[src/rtl/simd_pkg.sv]
// Shared types and helpers for the SIMD dispatch controller and its lane trackers.
package simd_pkg;

    localparam int DEF_LANES   = 4;
    localparam int DEF_RS_SIZE = 4;
    // Tag width stored in every slot entry; the controller's TAG_W must match it.
    localparam int SLOT_TAG_W  = 4;

    typedef enum logic [2:0] {
        OP_ADD = 3'd0,
        OP_SUB = 3'd1,
        OP_OR  = 3'd2,
        OP_AND = 3'd3,
        OP_XOR = 3'd4
    } opcode_e;

    typedef struct packed {
        logic                  waiting;
        logic                  pending;
        logic                  eligible;
        logic [SLOT_TAG_W-1:0] tag;
    } slot_state_t;

    // Lane reached by stepping 'offset' lanes from 'base', wrapping at 'lanes'.
    function automatic int unsigned LANE_IDX(input int unsigned base,
                                             input int unsigned offset,
                                             input int unsigned lanes);
        return (base + offset) % lanes;
    endfunction

endpackage

[src/rtl/simd_lane_tracker.sv]
// Per-lane bookkeeping: credits, RS tail pointer, slot table, tag wakeup and mark picker.
module simd_lane_tracker
    import simd_pkg::*;
#(
    parameter  int RS_SIZE = DEF_RS_SIZE,
    parameter  int TAG_W   = SLOT_TAG_W,
    localparam int IDX_W   = $clog2(RS_SIZE),
    localparam int CRED_W  = $clog2(RS_SIZE + 1)
) (
    input  logic             clk,
    input  logic             reset,
    input  logic             wr_en,
    input  logic             wr_pending,
    input  logic [TAG_W-1:0] wr_tag,
    input  logic             issue_now,
    input  logic             wake_valid,
    input  logic [TAG_W-1:0] wake_tag,
    input  logic             lane_done,
    output logic             credit_nz,
    output logic             mark_valid,
    output logic [IDX_W-1:0] mark_idx,
    output logic             done_err
);

    slot_state_t       slot_reg  [RS_SIZE];
    slot_state_t       slot_next [RS_SIZE];
    logic [CRED_W-1:0] credit_reg;
    logic [IDX_W-1:0]  tail_reg;
    logic [IDX_W-1:0]  issue_slot_reg;
    logic              credit_full;
    logic              done_inc;

    assign credit_full = (credit_reg == CRED_W'(RS_SIZE));
    assign credit_nz   = (credit_reg != '0);
    assign done_err    = lane_done && credit_full;
    assign done_inc    = lane_done && !credit_full;

    // Lowest-index slot that is both pending and eligible; silent on the lane's issue cycle.
    always_comb begin
        mark_valid = 1'b0;
        mark_idx   = '0;
        if (!issue_now) begin
            for (int s = RS_SIZE - 1; s >= 0; s--) begin
                if (slot_reg[s].pending && slot_reg[s].eligible) begin
                    mark_valid = 1'b1;
                    mark_idx   = IDX_W'(s);
                end
            end
        end
    end

    // Slot updates: wakeup, mark retirement, eligibility after issue; a new write overrides.
    always_comb begin
        for (int s = 0; s < RS_SIZE; s++) begin
            slot_next[s] = slot_reg[s];
            if (slot_reg[s].waiting && wake_valid &&
                (slot_reg[s].tag == SLOT_TAG_W'(wake_tag))) begin
                slot_next[s].waiting = 1'b0;
                slot_next[s].pending = 1'b1;
            end
            if (mark_valid && (mark_idx == IDX_W'(s)))
                slot_next[s].pending = 1'b0;
            if (issue_now && (issue_slot_reg == IDX_W'(s)))
                slot_next[s].eligible = 1'b1;
            if (wr_en && (tail_reg == IDX_W'(s))) begin
                slot_next[s].waiting  = !wr_pending;
                slot_next[s].pending  = wr_pending;
                slot_next[s].eligible = 1'b0;
                slot_next[s].tag      = SLOT_TAG_W'(wr_tag);
            end
        end
    end

    // Credit, tail and slot-table state; issue and retire in one cycle cancel out.
    always_ff @(posedge clk) begin
        if (reset) begin
            credit_reg     <= CRED_W'(RS_SIZE);
            tail_reg       <= '0;
            issue_slot_reg <= '0;
            for (int s = 0; s < RS_SIZE; s++)
                slot_reg[s] <= '0;
        end else begin
            slot_reg <= slot_next;
            case ({wr_en, done_inc})
                2'b10:   credit_reg <= credit_reg - 1'b1;
                2'b01:   credit_reg <= credit_reg + 1'b1;
                default: credit_reg <= credit_reg;
            endcase
            if (wr_en) begin
                tail_reg       <= tail_reg + 1'b1;
                issue_slot_reg <= tail_reg;
            end
        end
    end

endmodule

[src/rtl/simd_dispatch_ctrl.sv]
// Front-end scheduler: round-robin lane select, registered issue, per-lane mark-ready generation.
module simd_dispatch_ctrl
    import simd_pkg::*;
#(
    parameter  int LANES   = DEF_LANES,
    parameter  int RS_SIZE = DEF_RS_SIZE,
    parameter  int TAG_W   = SLOT_TAG_W,
    localparam int IDX_W   = $clog2(RS_SIZE),
    localparam int PTR_W   = (LANES > 1) ? $clog2(LANES) : 1
) (
    input  logic                   clk,
    input  logic                   reset,
    input  logic                   in_valid,
    output logic                   in_ready,
    input  logic [7:0]             in_A,
    input  logic [7:0]             in_B,
    input  logic [2:0]             in_opcode,
    input  logic                   in_dep,
    input  logic [TAG_W-1:0]       in_tag,
    input  logic                   wake_valid,
    input  logic [TAG_W-1:0]       wake_tag,
    input  logic [LANES-1:0]       lane_done,
    output logic [LANES-1:0]       instr_valid,
    output logic [7:0]             A,
    output logic [7:0]             B,
    output logic [2:0]             opcode,
    output logic [LANES-1:0]       mark_ready_valid,
    output logic [LANES*IDX_W-1:0] mark_ready_idx,
    output logic                   err
);

    logic [LANES-1:0] credit_nz;
    logic [LANES-1:0] done_err;
    logic [PTR_W-1:0] rr_ptr_reg;
    logic [PTR_W-1:0] sel;
    logic             accept;
    logic             wr_pending;
    logic [LANES-1:0] instr_valid_reg;
    logic [7:0]       a_reg;
    logic [7:0]       b_reg;
    opcode_e          opcode_reg;
    logic             err_reg;

    assign in_ready   = |credit_nz;
    assign accept     = in_valid && in_ready;
    // A producer broadcast in the accept cycle already satisfies the dependency.
    assign wr_pending = !in_dep || (wake_valid && (wake_tag == in_tag));

    // Round-robin pick: first lane at or after rr_ptr with a free credit.
    always_comb begin
        int unsigned cand;
        sel  = '0;
        cand = 0;
        for (int i = LANES - 1; i >= 0; i--) begin
            cand = LANE_IDX(int'(rr_ptr_reg), i, LANES);
            if (credit_nz[cand])
                sel = PTR_W'(cand);
        end
    end

    // Issue registers, round-robin pointer and sticky error flag.
    always_ff @(posedge clk) begin
        if (reset) begin
            rr_ptr_reg      <= '0;
            instr_valid_reg <= '0;
            a_reg           <= '0;
            b_reg           <= '0;
            opcode_reg      <= OP_ADD;
            err_reg         <= 1'b0;
        end else begin
            instr_valid_reg <= accept ? (LANES'(1) << sel) : '0;
            if (accept) begin
                rr_ptr_reg <= PTR_W'(LANE_IDX(int'(sel), 1, LANES));
                a_reg      <= in_A;
                b_reg      <= in_B;
                opcode_reg <= opcode_e'(in_opcode);
            end
            err_reg <= err_reg | (|done_err);
        end
    end

    assign instr_valid = instr_valid_reg;
    assign A           = a_reg;
    assign B           = b_reg;
    assign opcode      = opcode_reg;
    assign err         = err_reg;

    generate
        for (genvar gi = 0; gi < LANES; gi++) begin : g_lane
            logic             lane_mark_valid;
            logic [IDX_W-1:0] lane_mark_idx;

            simd_lane_tracker #(
                .RS_SIZE (RS_SIZE),
                .TAG_W   (TAG_W)
            ) u_tracker (
                .clk        (clk),
                .reset      (reset),
                .wr_en      (accept && (sel == PTR_W'(gi))),
                .wr_pending (wr_pending),
                .wr_tag     (in_tag),
                .issue_now  (instr_valid_reg[gi]),
                .wake_valid (wake_valid),
                .wake_tag   (wake_tag),
                .lane_done  (lane_done[gi]),
                .credit_nz  (credit_nz[gi]),
                .mark_valid (lane_mark_valid),
                .mark_idx   (lane_mark_idx),
                .done_err   (done_err[gi])
            );

            assign mark_ready_valid[gi]                 = lane_mark_valid;
            assign mark_ready_idx[gi*IDX_W +: IDX_W]    = lane_mark_idx;
        end
    endgenerate

endmodule

[config.mk]
export PLATFORM = sky130hd
export DESIGN_NAME = simd_dispatch_ctrl
export DESIGN_NICKNAME = d
export VERILOG_FILES = /design/src/rtl/simd_pkg.sv /design/src/rtl/simd_lane_tracker.sv /design/src/rtl/simd_dispatch_ctrl.sv
export SDC_FILE = /design/constraint.sdc
export NUM_CORES = 1
export LEC_CHECK = 0
export CORE_AREA = 10 10 132 134
export DETAILED_ROUTE_END_ITERATION = 12
export DIE_AREA = 0 0 142 144
export HOLD_SLACK_MARGIN = 0.1
export PLACE_DENSITY = 0.73
export SYNTH_ARGS = -nofsm -noshare
export SYNTH_HDL_FRONTEND = slang
export SYNTH_HIERARCHICAL = 1
export SYNTH_SLANG_ARGS = --single-unit
[constraint.sdc]
create_clock -name clk -period 4.2 [get_ports clk]
set_input_delay 0.42 -clock clk [delete_from_list [all_inputs] [get_ports clk]]
set_output_delay 0.42 -clock clk [all_outputs]
set_load 0.02 [all_outputs]
### After elaboration in Yosys (flattened, before gate mapping)

Cells that the tools add are included.

* register bits: 166
* output and inout port bits: 37
* word-level logic and storage cells: 482
* input port bits: 36

* equality and inequality tests: 68
* shift-type cells: 1
* bitwise operators: 2
* reductions and logical operators: 189
* mux-type cells: 120
* order comparisons: 4
* $add $sub $neg: 16

Operators with widths (number)
* 2-to-1 mux 7 bit: 16
* logical AND 1 bit: 110
* 2-to-1 mux 2 bit: 40
* equality test 4 bit: 17
* equality test 2 bit, second input constant: 30
* nonzero test 3 bit: 20
* 2-to-1 mux 1 bit: 56
* nonzero test 2 bit: 20
* equality test 2 x 1 -> 1 bit, second input constant: 17
* OR reduction 2 bit: 17
* zero test 2 bit: 13
* case mux 3 bit (2 select lines): 4
* adder 2 x 1 -> 2 bit, second input constant: 6
* adder 3 x 1 -> 3 bit, second input constant: 4
* equality test 3 bit, second input constant: 4
* less-than comparator 2 x 3 -> 1 bit, second input constant: 4
* subtractor 3 x 1 -> 3 bit, second input constant: 4
* binary-select mux 1 bit (select 2 bit): 4
* OR reduction 4 bit: 2
* zero test 1 bit: 6
* adder 2 bit, second input constant: 2
* left shift 1 x 2 -> 4 bit, first input constant: 1
* logical OR 1 bit: 1
* inverter 1 bit: 1
* bitwise OR 1 bit: 1

### Longest topological paths before layout

Gate-level depths: netlist of run 1.

* depth after elaboration: 11
* mapped depth: 17
* mapped depth without buffers: 13

### Modules after synthesis

The synthesis of run 1 kept the hierarchy.

Modules (own cells, without submodules)
* simd_lane_tracker at g_lane[1].u_tracker ...: times used 2, sequential area each 700.7 µm², area each 1739.2 µm², cells an instance 205
* simd_lane_tracker at g_lane[0].u_tracker: times used 1, sequential area each 700.7 µm², area each 1736.7 µm², cells an instance 204
* simd_lane_tracker at g_lane[3].u_tracker: times used 1, sequential area each 700.7 µm², area each 1716.6 µm², cells an instance 203
* simd_dispatch_ctrl: times used 1, sequential area each 520.5 µm², area each 1119.8 µm², cells an instance 136

### Worst setup path after synthesis of run 1

No wires, ideal clock.

* path kind: register -> register
* from: register g_lane[3].u_tracker.credit_reg[1]
* to: register g_lane[3].u_tracker.credit_reg[2]
* cell stages (with the launch flop): 18
* arrival time: 3561 ps
* required time: 4068 ps
* library setup time: 132 ps
* slack: 506 ps
* clock period less this slack: 3694 ps
* cell sequence: dfxtp_1 or3_1 nor2_4 nand2_1 and2_1 buf_2 buf_2 nand2_1 nor2_1 buf_2 clkbuf_1 inv_1 ha_1 inv_1 fa_1 xor2_1 o21ai_0 or3b_2

* elaborated cells on any way between the ends: 26

RTL lines
* start: declaration: line simd_lane_tracker.sv:27 `logic [CRED_W-1:0] credit_reg;`
* start signal: assignment: line simd_lane_tracker.sv:77 `credit_reg <= CRED_W'(RS_SIZE);`
* start signal: assignment: line simd_lane_tracker.sv:85 `2'b10: credit_reg <= credit_reg - 1'b1;`
* start signal: assignment: line simd_lane_tracker.sv:86 `2'b01: credit_reg <= credit_reg + 1'b1;`
* nonzero test 3 bit *: line simd_lane_tracker.sv:34 `assign credit_nz = (credit_reg != '0);`
* net credit_nz[3]: line simd_dispatch_ctrl.sv:32 `logic [LANES-1:0] credit_nz;`
* OR reduction 4 bit *: line simd_dispatch_ctrl.sv:44 `assign in_ready = |credit_nz;`
* net in_ready: line simd_dispatch_ctrl.sv:14 `output logic in_ready,`
* logical AND 1 bit *: line simd_dispatch_ctrl.sv:45 `assign accept = in_valid && in_ready;`
* logical AND 1 bit *: line simd_dispatch_ctrl.sv:99 `.wr_en (accept && (sel == PTR_W'(gi))),`
* equality test 2 x 1 -> 1 bit or equality test 2 bit (tied branches): line simd_lane_tracker.sv:84 `case ({wr_en, done_inc})`
* case mux 3 bit (2 select lines) or nonzero test 2 bit (tied branches)

Mark *: on every way through the listed nets, which the timed path passes. The rest lies on a longest branch. The select of a mux whose other input is x is not followed.
A chain may end at the register's enable or synchronous reset.

### Worst setup path in the final report of run 1

* from: register g_lane[3].u_tracker.credit_reg[1]
* to: register g_lane[1].u_tracker.credit_reg[2]

* cells in the longest elaborated chain, start to end: 11
* elaborated cells on any way between the ends: 21

RTL lines
* nonzero test 3 bit *: line simd_lane_tracker.sv:34
* net credit_nz[3]: line simd_dispatch_ctrl.sv:32
* binary-select mux 1 bit (select 2 bit): line simd_dispatch_ctrl.sv:56 `if (credit_nz[cand])`
* 2-to-1 mux 1 bit (implied by the code): line simd_dispatch_ctrl.sv:56
* 2-to-1 mux 2 bit (4 in a row): line simd_dispatch_ctrl.sv:56
* equality test 2 x 1 -> 1 bit: line simd_dispatch_ctrl.sv:99
* logical AND 1 bit *: line simd_dispatch_ctrl.sv:99
* equality test 2 x 1 -> 1 bit or equality test 2 bit (tied branches): line simd_lane_tracker.sv:84
* case mux 3 bit (2 select lines) or nonzero test 2 bit (tied branches)
* end signal: assignment: line simd_lane_tracker.sv:85
* end signal: assignment: line simd_lane_tracker.sv:86
* end signal: assignment: line simd_lane_tracker.sv:87 `default: credit_reg <= credit_reg;`
* end: declaration: line simd_lane_tracker.sv:27

Marks and branches as above.

==> results.txt, run 1 <==
The width of the chip came out at approximately 140 um. The number of setup buffers added after CTS is 0. The number of design-rule violations left by the first detailed-router iteration is between 400 and 500. The mux share of post-synthesis cell area came out at under 10%. The overall die height is around 140 um.

The synthesized design contains about 170 register bits. The tree is rooted in a sky130_fd_sc_hd__clkbuf_16. The switching power share of the total came out at 29.6%. The number of different library cells in the post-synthesis netlist is 63. For this configuration, the core starts out at a cell density of between 50% and 60%.

Setup repair after global routing left no endpoint under its margin. The area taken by flip-flops and latches is 3320 um2. The min-delay analysis places its worst path in the category flip-flop to flip-flop.

The detail-routed net length per standard cell is 16.1 um. For this run, the leading register cell type out of synthesis is sky130_fd_sc_hd__dfxtp_1. The initial antenna violation count was 0. The share of the synthesized area in compound gates (AO/OA/AOI/OAI) came out at 19.8%. The number of port buffers came out at slightly above 70. The setup-violating endpoint count in the final report is 0. The post-synthesis average cell area came out at 8.45 um2. The number of maximum-capacitance violations is 0. The count of inserted antenna diode cells is 0. The synthesized netlist occupies a cell area of a little over 8000 um2. The portion of the clock cycle consumed by the worst path in the final layout came out at between 80 and 90%. The maximum fanout encountered on the critical timing path came out at 24. The number of placement rows is 45. The final core area utilization came out at about 64%. The worst setup path is captured at a flip-flop. Wires add up to between 15 and 20 mm. The summed negative setup slack over all endpoints came out at 0 ns. Summed over all layers, the global routing overflow is 0. The first-pass GRT wire length came out at approximately 32 mm. The data arrival time at the worst-slack endpoint is 3.75 ns. After detailed routing, the number of vias per cell comes to between 5 and 6. The clock tree from TritonCTS is built.

The share of flip-flops with an asynchronous set or reset is 0%. Cell internal power was estimated by the tool at between 3 and 4 mW. The critical setup path kind is flip-flop to flip-flop.

The placeable core region came out at 14900 um2. The post-DP HPWL came out at ~13 mm. The number of pins exceeding their max-slew limit in the final report is 0.

For this run, the detailed router's first-pass iteration total came to 5. The final weighted congestion in routability-driven placement is approximately 0.78. For this design, the CTS-stage hold fixing added 0 buffers. The power density relative to cell area came out at ~460 nW/um2. The worst clock skew is 0.00766 ns. Derived from the worst setup path, the maximum achievable clock frequency is 0.290 GHz.

The worst vdd rail ir drop is slightly below 0.3 mV. Summing all multi-input logic gate instances after layout gives approximately 4300 um2. The switching power is 1.30 mW. The sequential-to-total area share from yosys stat is between 40 and 50%. The flow ran to the end, and the final reports show no timing, DRC or antenna violations. The type of origin of the critical path is a flip-flop. The layout overhead on the synthesized area came out at 18.5%. The part of the power in combinational logic came out at a little under a quarter. The post-synth net total came out at ~1k. The number of filler cells placed in the layout came out at approximately 1.3k. The number of nets in the layout came out at ~1.1k. The number of clock buffers inserted by TritonCTS is 17. The post-cts repair resize count came out at 0. The worst-margin pin slew is 0.830 ns. The share of post-route cells with drive strength above 1 came out at under 10%. The pin count of the biggest net entering global routing came out at 68. The final antenna-violating net count came out at 0.

The floorplan step defined a die boundary enclosing between 20000 and 25000 um2. The number of synthesized flops with an enable pin came out at 0. The number of global-route vias before repair came out at approximately 6.6k.

The maximum buffer depth of the clock tree came out at 2. For this design the top-level I/O count stands at 73. The post-synthesis adder-cell area fraction is about 4.1%. Across every metal layer, demand over resource in global routing totals around a fifth.

The tightest slew margin relative to the limit came out at 44.5%. The area share of and/or/nand/nor cells after synthesis came out at around a fifth. The synthesized netlist devotes around 6.7% of its cell area to XOR and XNOR gates. The sequential share of power is between 40% and 50%. The register with the most flip-flops in the layout has about 110 of them.

The clock slew seen by the registers of the worst setup and hold paths came out at around 0.06 ns. Detailed routing inserted a total of around 6.9k vias. After synthesis, the largest family of logic cells by area is simple AND/OR/NAND/NOR gates. The clock period could shrink to roughly 3.5 ns. Counting every sink on the clock net gives ~170.

For the worst setup path, the data required time is around 4.5 ns. The clock share of power is about a third. The insertion delay of the later-clocked pin in the worst-skew pair came out at 0.42 ns. After technology mapping, the gate count stands at 953. During synthesis, Yosys emitted a total of 6 warnings. The number of failing hold endpoints at the final stage is 0.

The reported leakage power is between 3 and 4 nW. The H-tree depth reported by CTS is 4. The final routed DRC violation total is 0.
-- logic make-up (layout without fill, tap and decap cells) --
family | after synthesis | in the layout
buffers and inverters | 99 | 170
muxes | 16 | 16
adders and majority gates | 24 | 24
AOI/OAI and AO/OA | 226 | 226
xor gates and xnor gates | 62 | 62
and+or+nand+nor | 360 | 360
DFF | 166 | 166
-- synthesized netlist by cell type (5+ instances only) --
cell type	instances	area [um2]
sky130_fd_sc_hd__xor2_1	31	272
sky130_fd_sc_hd__a211o_1	8	70.1
sky130_fd_sc_hd__a21oi_1	105	526
sky130_fd_sc_hd__nand2_1	153	574
sky130_fd_sc_hd__a31oi_1	13	81.3
sky130_fd_sc_hd__o21ai_0	5	25.0
sky130_fd_sc_hd__nor2b_1	7	43.8
sky130_fd_sc_hd__o311ai_0	5	43.8
sky130_fd_sc_hd__and2_1	13	81.3
sky130_fd_sc_hd__o2111ai_1	5	43.8
sky130_fd_sc_hd__xnor2_1	31	272
sky130_fd_sc_hd__ha_1	20	250
sky130_fd_sc_hd__o31a_1	8	70.1
sky130_fd_sc_hd__o32ai_1	8	70.1
sky130_fd_sc_hd__dfxtp_1	166	3320
sky130_fd_sc_hd__nand3_1	67	335
sky130_fd_sc_hd__buf_2	13	65.1
sky130_fd_sc_hd__nor3_1	10	50.1
sky130_fd_sc_hd__nand2b_1	18	113
sky130_fd_sc_hd__inv_1	46	173
sky130_fd_sc_hd__or2_2	8	50.1
sky130_fd_sc_hd__a211oi_1	10	75.1
sky130_fd_sc_hd__mux2i_1	16	160
sky130_fd_sc_hd__nor2_1	50	188
sky130_fd_sc_hd__clkbuf_1	28	105
-- cell type report --
| type | count | share of cell area, % |
|---|---|---|
| clock inverter | 3 | 0.682 |
| clock buffer | 26 | 5.44 |
| inverter | 50 | 1.97 |
| timing repair buffer | 91 | 9.15 |
| sequential | 166 | 34.8 |
| tap | 188 | 2.47 |
| multi-input combinational | 688 | 45.5 |
-- placed cells by master (no fill, tap or decap), drive strengths merged, types with 7 or more instances in the layout --
cell and n:
a211o 9, a211oi 11, a21oi 106, a31oi 13, and2 13, buf 20, clkbuf 26, clkdlybuf4s50 71
dfxtp 166, ha 20, inv 50, mux2i 16, nand2 154, nand2b 18, nand3 67, nor2 51
nor2b 7, nor3 10, o221a 8, o311ai 8, o31a 8, o31ai 7, o32ai 9, or2 8
xnor2 31, xor2 31
-- worst paths after layout --
check	startpoint	to	slack, ns	cells past startpoint
setup / recovery	g_lane[3].u_tracker/credit_reg[1]$_SDFFE_PP0P_	g_lane[1].u_tracker/credit_reg[2]$_SDFFE_PP1P_	0.75	13
setup reg to reg	g_lane[3].u_tracker/credit_reg[1]$_SDFFE_PP0P_	g_lane[1].u_tracker/credit_reg[2]$_SDFFE_PP1P_	0.75	13
hold / removal	B[1]$_SDFFE_PP0P_	B[1]$_SDFFE_PP0P_	0.45	2
hold reg to reg	B[1]$_SDFFE_PP0P_	B[1]$_SDFFE_PP0P_	0.45	2
-- power by group through the flow --
stage	Combinational (mW)	Clock [mW]	Sequential (mW)
floorplan	0.727	0	1.85
global placement	0.988	0	1.86
detailed placement	1.00	0	1.87
CTS	1.01	1.58	1.83
global route	1.12	1.65	1.85
finish	1.00	1.55	1.83
-- metal layers --
| layer | global-route usage (%) | up-vias | share of wire (%) |
|---|---|---|---|
| li1 | - | 3436 | - |
| met1 | 23.5 | 3268 | 44 |
| met2 | 31.6 | 170 | 47 |
| met3 | 6.59 | 14 | 7.6 |
| met4 | 5.97 | 0 | 0.92 |
| met5 | 0 | - | 0 |
-- stage by stage --
| step | hold slack (ns) | total power [mW] | setup WS [ns] | area (um2) | instances |
|---|---|---|---|---|---|
| 2_1_floorplan | 0.436 | 2.57 | 0.506 | 8050 | 953 |
| 3_3_place_gp | 0.441 | 2.85 | 0.811 | 8960 | 1183 |
| 3_5_place_dp | 0.447 | 2.87 | 0.745 | 8960 | 1183 |
| 4_1_cts | 0.454 | 4.43 | 0.725 | 9540 | 1212 |
| 5_1_grt | 0.476 | 4.62 | 0.518 | 9540 | 1212 |
| 6_report | 0.452 | 4.39 | 0.748 | 9540 | 1212 |
-- critical path, stage by stage, from the launching register on --
cell and delay [ns]:
sky130_fd_sc_hd__dfxtp_1 0.35, sky130_fd_sc_hd__or3_1 0.52, sky130_fd_sc_hd__nor2_4 0.20, sky130_fd_sc_hd__nand2_1 0.10
sky130_fd_sc_hd__and2_1 0.43, sky130_fd_sc_hd__nand2_1 0.23, sky130_fd_sc_hd__nor2_2 0.05, sky130_fd_sc_hd__inv_1 0.06
sky130_fd_sc_hd__ha_1 0.17, sky130_fd_sc_hd__inv_1 0.06, sky130_fd_sc_hd__fa_1 0.38, sky130_fd_sc_hd__xor2_1 0.16
sky130_fd_sc_hd__o21ai_0 0.16, sky130_fd_sc_hd__or3b_2 0.45
Note: power is estimated with default switching activity, not from simulation.
==> run 2, diff against run 1 <==
==> constraint.sdc (replaced) <==
create_clock -name clk -period 3.6 [get_ports clk]
set_input_delay 0.36 -clock clk [delete_from_list [all_inputs] [get_ports clk]]
set_output_delay 0.36 -clock clk [all_outputs]
set_load 0.02 [all_outputs]
==> run 2 against run 1 <==
Against the previous run: flip-flop and latch count did not move; total power up 17%; first-iteration DRC count grew 20%; via count shrank 0.68%; critical path type unchanged.
==> results.txt, run 2 (synthesis results as in run 1) <==
The area of the die was 20400 um2 (unchanged). The pin count of the biggest net entering global routing came out at 100 (+47%). The portion of the clock cycle consumed by the worst path in the final layout is 91.3% (+9.1 points). The library cell used most frequently in the layout, excluding fill and tap cells, is sky130_fd_sc_hd__dfxtp_1. The overall die height came out at 144 um (unchanged).

The initial standard-cell utilization of the core was 54.2% (unchanged). The share of post-route cells with drive strength above 1 is 9.25% (+0.75 points). The area taken by flip-flops and latches is 3320 um2 (unchanged). The vias per cell is 5.63 (-0.93%).

The total wirelength of the detailed-routed design is 19.8 mm (+1.1%). The final weighted congestion in routability-driven placement came to 0.820 (+4.7%). STA classifies the critical path startpoint as a flip-flop.

The total via count after detailed routing came out at 6841 (-0.68%). The number of port buffers came out at 72 (unchanged). The number of pins exceeding their max-slew limit in the final report is 0 (unchanged).

The power density relative to cell area is 536 nW/um2 (+16%). The maximum buffer depth of the clock tree came out at 2 (unchanged). The switching power came out at 1.60 mW (+23%). The setup-violating endpoint count in the final report is 0 (unchanged).

The first-pass detailed-route iteration total is 5 (unchanged). The flip-flop count of the largest register, all copies and words added came to 112 (unchanged). The data arrival time at the worst-slack endpoint came to 3.58 ns (-0.17 ns). The post-route total power is 5.12 mW (+17%).

The clock sink total came out at 166 (unchanged). The number of filler cells placed in the layout is 1301 (+2.8%). The number of clock buffers inserted by TritonCTS is 17 (unchanged).

The critical path data required time came out at 3.90 ns (-0.60 ns). The tightest hold margin is 0.449 ns (-0.00238 ns). The layout overhead on the synthesized area is 18.7%. The reported leakage power came out at 3.33 nW (-0.69%).

The H-tree depth reported by CTS is 4 (unchanged). The post-DP HPWL came to 12.9 mm (+1.2%). The summed negative setup slack over all endpoints is 0 ns (unchanged). The final routed DRC violation total was 0 (unchanged). The buffer type at the clock tree root is sky130_fd_sc_hd__clkbuf_16.

The top-level I/O count came out at 73 (unchanged). The switching power share of the total is 31.1% (+1.5 points). The placeable core region is 14900 um2 (unchanged). In the layout the commonest cells are sky130_fd_sc_hd__dfxtp_1, sky130_fd_sc_hd__nand2_1, sky130_fd_sc_hd__a21oi_1. The number of nets in the layout came out at 1074 (unchanged). The shortest period the worst path allows was 3.29 ns (-0.166 ns).

The clock share of power came out at 35.2% (about the same). The insertion delay of the later-clocked pin in the worst-skew pair is 0.43 ns (about the same). The initial antenna violation count came to 0 (unchanged). The highest clock frequency the design can meet came to 0.304 GHz (+5.0%). The tightest slew margin relative to the limit is 29.5% (-15 points). The clock slew seen by the registers of the worst setup and hold paths is 0.06 ns (about the same). The min-delay analysis places its worst path in the category flip-flop to flip-flop. The post-cts repair resize count is 0 (unchanged). The global-route congestion overflow total came out at 0 (unchanged). The count of inserted antenna diode cells is 0 (unchanged). The critical setup path kind is flip-flop to flip-flop. The number of setup buffers added after CTS was 0 (unchanged). The worst clock skew was 0.00941 ns (+0.00175 ns). Setup repair after global routing left no endpoint under its margin. The detail-routed net length per standard cell came out at 16.3 um (+0.89%). The final antenna-violating net count is 0 (unchanged). The worst vdd rail ir drop came out at 0.357 mV (+24%). The part of the power in combinational logic is 23.0% (about the same). The sequential share of power is 41.8% (about the same). TritonCTS built the clock tree. The width of the chip came out at 142 um (unchanged). The aggregate global-route resource usage is 19.3% (-0.065 points). The number of design-rule violations left by the first detailed-router iteration came out at 502 (+20%). The worst-margin pin slew is 1.06 ns (+0.228 ns). The number of maximum-capacitance violations is 0 (unchanged). The number of failing hold endpoints at the final stage came out at 0 (unchanged). The number of global-route vias before repair was 6346 (-3.2%).

The run finished with clean final reports. The internal power was 3.53 mW (+14%). The area occupied by multi-input gates is 4340 um2 (+0.17%). The first-pass GRT wire length is 32.3 mm (-0.30%). The sort of element at the end of the critical path is a flip-flop. The number of placement rows is 45 (unchanged). The maximum fanout encountered on the critical timing path is 7 (-71%). The hold buffer count at cts is 0 (unchanged).
==> run 2: changes by cell type in the layout (fill, tap and decap cells not counted) <==
cell and delta:
sky130_fd_sc_hd__clkinv_2 -1, sky130_fd_sc_hd__clkinv_4 +4, sky130_fd_sc_hd__nand2_1 -1, sky130_fd_sc_hd__clkinvlp_4 +8, sky130_fd_sc_hd__or3_4 +1, sky130_fd_sc_hd__or3_1 -1
sky130_fd_sc_hd__clkbuf_8 -5, sky130_fd_sc_hd__nand2_2 +1, sky130_fd_sc_hd__clkbuf_1 -3
==> run 2: final timing paths <==
path,slack (ns),end,from,cells past startpoint
max,0.31,g_lane[3].u_tracker/credit_reg[2]$_SDFFE_PP1P_,g_lane[1].u_tracker/credit_reg[1]$_SDFFE_PP0P_,13
min,0.45,B[4]$_SDFFE_PP0P_,B[4]$_SDFFE_PP0P_,2
max reg2reg,0.31,g_lane[3].u_tracker/credit_reg[2]$_SDFFE_PP1P_,g_lane[1].u_tracker/credit_reg[1]$_SDFFE_PP0P_,13
min reg2reg,0.45,B[4]$_SDFFE_PP0P_,B[4]$_SDFFE_PP0P_,2
==> run 2: routing by layer <==
metal / vias to the layer above / routed length, um / part of all wire [%] / GRT usage, %
li1: 3441 / - / - / -
met1: 3206 / 9080 / 46 / 25.0
met2: 184 / 9010 / 46 / 29.8
met3: 10 / 1520 / 7.7 / 6.79
met4: 0 / 154 / 0.78 / 5.11
met5: - / 0 / 0 / 0
==> run 2: area by class of cell <==
type	instances	area share [%]
Clock inverter	14	1.62
Multi-Input combinational cell	688	45.5
Timing Repair Buffer	91	9.14
Tap cell	188	2.46
Inverter	50	1.96
Sequential cell	166	34.8
Clock buffer	18	4.59
==> run 2: metrics by stage <==
| step | instance area (um2) | setup WS [ns] | std cells | utilization [%] |
|---|---|---|---|---|
| 3_3_place_gp | 8960 | 0.451 | 1183 | 60.3 |
| 6_report | 9560 | 0.314 | 1215 | 64.3 |
| 5_1_grt | 9560 | 0.116 | 1215 | 64.3 |
| 3_5_place_dp | 8960 | 0.411 | 1183 | 60.3 |
| 4_1_cts | 9560 | 0.284 | 1215 | 64.3 |
| 2_1_floorplan | 8060 | 0.0589 | 953 | - |
==> run 2: power by group through the flow <==
stage          Combinational (mW)  Sequential [mW]  Clock (mW)
2_1_floorplan               0.852             2.16           0
3_3_place_gp                 1.16             2.17           0
3_5_place_dp                 1.17             2.18           0
4_1_cts                      1.18             2.14        1.84
5_1_grt                      1.31             2.16        1.94
6_report                     1.18             2.14        1.80
==> run 2: worst max-delay path: stages (launching register included) <==
cell	delay (ns)
sky130_fd_sc_hd__dfxtp_1	0.34
sky130_fd_sc_hd__or3_1	0.46
sky130_fd_sc_hd__nand2b_1	0.20
sky130_fd_sc_hd__a21oi_1	0.29
sky130_fd_sc_hd__a211oi_4	0.12
sky130_fd_sc_hd__nand2_1	0.15
sky130_fd_sc_hd__nor2_2	0.05
sky130_fd_sc_hd__inv_1	0.06
sky130_fd_sc_hd__ha_1	0.17
sky130_fd_sc_hd__inv_1	0.06
sky130_fd_sc_hd__fa_1	0.37
sky130_fd_sc_hd__xor2_1	0.18
sky130_fd_sc_hd__o21ai_0	0.23
sky130_fd_sc_hd__or3b_2	0.49
==> run 3, diff against run 2 <==
--- a/config.mk
+++ b/config.mk
@@ -5,11 +5,11 @@
 export SDC_FILE = /design/constraint.sdc
 export NUM_CORES = 1
 export LEC_CHECK = 0
-export CORE_AREA = 10 10 132 134
+export CORE_AREA = 10 10 145 147
 export DETAILED_ROUTE_END_ITERATION = 12
-export DIE_AREA = 0 0 142 144
+export DIE_AREA = 0 0 155 157
 export HOLD_SLACK_MARGIN = 0.1
-export PLACE_DENSITY = 0.73
+export PLACE_DENSITY = 0.61
 export SYNTH_ARGS = -nofsm -noshare
 export SYNTH_HDL_FRONTEND = slang
 export SYNTH_HIERARCHICAL = 1
==> run 3 against run 2 <==
Against the previous run: routed wire length rose by 3.3%; core utilization fell by 12 points; highest routed layer unchanged; die area up 19%; flip-flop and latch count unchanged; register-to-register slack better by 0.08 ns.
==> results.txt, run 3 (synthesis results as in run 1) <==
The flow ran to the end, and the final reports show no timing, DRC or antenna violations. The switching power came out at 1.58 mW (-1.1%). The clock sink total came out at 166 (unchanged). The worst setup path is launched from a flip-flop. The initial standard-cell utilization of the core came to 43.9% (-10 points). The number of pins exceeding their max-slew limit in the final report is 0 (unchanged). The internal power is 3.64 mW (+3.1%). The total via count after detailed routing came to 6782 (-0.86%).

The sequential share of power came out at 41.0% (-0.8 points). In this run the worst setup path begins at g_lane[0].u_tracker/credit_reg[1]$_SDFFE_PP0P_. The switching power share of the total came to 30.3% (-0.88 points).

The buffering stage count on the worst path with inverters included came out at 2 (unchanged). The area of the die was 24300 um2 (+19%). The critical path is of the flip-flop to flip-flop type. The hold buffer count at cts is 0 (unchanged). The number of port buffers came out at 72 (unchanged).

The worst vdd rail ir drop came to 0.375 mV (+5.0%). The setup-violating endpoint count in the final report is 0 (unchanged). The post-cts repair resize count is 0 (unchanged). The destination of the worst register-to-register timing path is g_lane[0].u_tracker/credit_reg[2]$_SDFFE_PP1P_. The summed negative setup slack over all endpoints came out at 0 ns (unchanged). CTS placed an instance of sky130_fd_sc_hd__clkbuf_16 at the clock tree root. The number of global-route vias before repair came out at 6518 (+2.7%). The worst-margin pin slew is 0.700 ns (-0.358 ns). The reg-to-reg setup timing slack came out at 0.39 ns (+0.08 ns). The vias per cell came out at 5.37 (-4.6%).

The clock tree from TritonCTS is built. The post-DP HPWL is 13.6 mm (+4.9%). The top-level I/O count came out at 73 (unchanged). The number of maximum-capacitance violations came to 0 (unchanged). The global-route congestion overflow total is 0 (unchanged). The largest incremental delay on the critical path is 0.45 ns (-0.04 ns). The post-route total power came out at 5.22 mW (+1.8%). The number of design-rule violations left by the first detailed-router iteration came out at 286 (-43%). The first-pass GRT wire length is 33.9 mm (+4.8%). The pin count of the biggest net entering global routing came out at 67 (-33%). The clock share of power came to 36.3% (+1.1 points). The worst register-to-register path begins at g_lane[0].u_tracker/credit_reg[1]$_SDFFE_PP0P_.

The layout overhead on the synthesized area is 19.9%. The number of clock buffers inserted by TritonCTS came out at 17 (unchanged). The flip-flop count of the largest register, all copies and words added came out at 112 (unchanged).

The placeable core region was 18300 um2 (+23%). The insertion delay of the later-clocked pin in the worst-skew pair came out at 0.42 ns (about the same). The largest individual stage delay along the critical path comes from the cell sky130_fd_sc_hd__or3_1. The total number of cells along the worst setup path is 12 (-1). The number of setup buffers added after CTS is 0 (unchanged). The first-pass detailed-route iteration total is 5 (unchanged). The library cell used most frequently in the layout, excluding fill and tap cells, is sky130_fd_sc_hd__dfxtp_1. The power density relative to cell area came out at 540 nW/um2 (+0.83%). The share of post-route cells with drive strength above 1 came out at 9.33% (+0.079 points).

The count of inserted antenna diode cells came out at 0 (unchanged). The destination of the critical timing path is g_lane[0].u_tracker/credit_reg[2]$_SDFFE_PP1P_. The detail-routed net length per standard cell came out at 16.2 um (-0.59%).

Setup repair after global routing left no endpoint under its margin. The overall die height is 157 um (+9.0%). The path type of the worst min-delay path is primary input to flip-flop. The critical path data required time is 3.89 ns (about the same). The final routed DRC violation total came out at 0 (unchanged). The total wirelength of the detailed-routed design is 20.4 mm (+3.3%). The maximum fanout encountered on the critical timing path is 5 (-2). The reported leakage power is 3.38 nW (+1.4%). The clock slew seen by the registers of the worst setup and hold paths is 0.06 ns (about the same). The width of the chip is 155 um (+9.2%).

The signal on the critical path passes through or3_1 > or2b_1 > nor2b_1 > o32a_1 > nor3_2 > inv_1 > ha_1 > inv_1 > fa_1 > xor2_1 > o21ai_0 > or3b_2. In this design, the largest share of critical-path delay is due to simple AND/OR/NAND/NOR gates. The data arrival time at the worst-slack endpoint came out at 3.50 ns (-0.08 ns). The H-tree depth reported by CTS is 4 (unchanged). The final antenna-violating net count came out at 0 (unchanged). The portion of the clock cycle consumed by the worst path in the final layout is 89.1% (-2.1 points).

The top cell types in the final layout, fill and taps aside, are sky130_fd_sc_hd__dfxtp_1, sky130_fd_sc_hd__nand2_1, sky130_fd_sc_hd__a21oi_1. The worst clock skew came out at 0.00756 ns (-0.00185 ns). Counting stages on the worst path, the most repeated cell is sky130_fd_sc_hd__inv_1. The number of failing hold endpoints at the final stage came to 0 (unchanged). The depth of the worst register-to-register path is 12 (-1). The part of the power in combinational logic is 22.7% (-0.3 points). The maximum buffer depth of the clock tree came out at 2 (unchanged).

The highest clock frequency the design can meet is 0.312 GHz (+2.4%). The shortest period the worst path allows is 3.21 ns (-0.0771 ns). The initial antenna violation count came out at 0 (unchanged). The aggregate global-route resource usage is 17.0% (-2.3 points). The number of nets in the layout came out at 1076 (+0.19%).

STA classifies the critical path endpoint as a flip-flop. The tightest slew margin relative to the limit came out at 53.2% (+24 points). The number of placement rows is 50 (+11%).

The final weighted congestion in routability-driven placement is 0.796 (-2.9%).
run 3: how the worst min path moves through the flow:
stage                                                 startpoint                                                 end  slack (ns)  cells past startpoint
floorplan           g_lane[0].u_tracker/slot_reg[2]$_SDFFE_PP0P_        g_lane[0].u_tracker/slot_reg[2]$_SDFFE_PP0P_        0.44                      2
global placement                               B[5]$_SDFFE_PP0P_                                   B[5]$_SDFFE_PP0P_        0.44                      2
detailed placement                             A[4]$_SDFFE_PP0P_                                   A[4]$_SDFFE_PP0P_        0.45                      2
CTS                                                        reset  g_lane[0].u_tracker/issue_slot_reg[1]$_SDFFE_PP0P_        0.33                      2
global route                                               reset        g_lane[0].u_tracker/tail_reg[0]$_SDFFE_PP0P_        0.35                      2
finish                                                     reset  g_lane[0].u_tracker/issue_slot_reg[0]$_SDFFE_PP0P_        0.35                      2
run 3: power by group through the flow:
stage	clock, mW	sequential [mW]	combinational, mW
3_5_place_dp	0	2.18	1.18
2_1_floorplan	0	2.16	0.852
5_1_grt	2.02	2.16	1.32
4_1_cts	1.95	2.14	1.19
6_report	1.89	2.14	1.19
3_3_place_gp	0	2.17	1.18
run 3: per-stage QoR:
stage | worst slack [ns] | cell area [um2] | hold slack, ns | util (%) | instances
after floorplan | 0.0589 | 8060 | 0.436 | - | 953
after global placement | 0.443 | 9040 | 0.441 | 49.3 | 1231
after detailed placement | 0.387 | 9040 | 0.448 | 49.3 | 1231
after CTS | 0.367 | 9650 | 0.329 | 52.7 | 1263
after global routing | 0.186 | 9650 | 0.353 | 52.7 | 1263
final | 0.391 | 9650 | 0.348 | 52.7 | 1263
run 3: layer usage:
metal	global-route usage, %	vias to the layer above	wire length [um]
li1	-	3451	-
met1	21.8	3175	9790
met5	0	-	0
met2	26.7	145	9140
met4	4.81	0	185
met3	5.65	11	1310
run 3: final cells by class:
| class | count | area (um2) |
|---|---|---|
| Sequential cell | 166 | 3320 |
| Fill cell | 1753 | 8680 |
| Clock inverter | 11 | 146 |
| Clock buffer | 21 | 470 |
| Inverter | 50 | 188 |
| Timing Repair Buffer | 93 | 888 |
| Tap cell | 234 | 293 |
| Multi-Input combinational cell | 688 | 4340 |
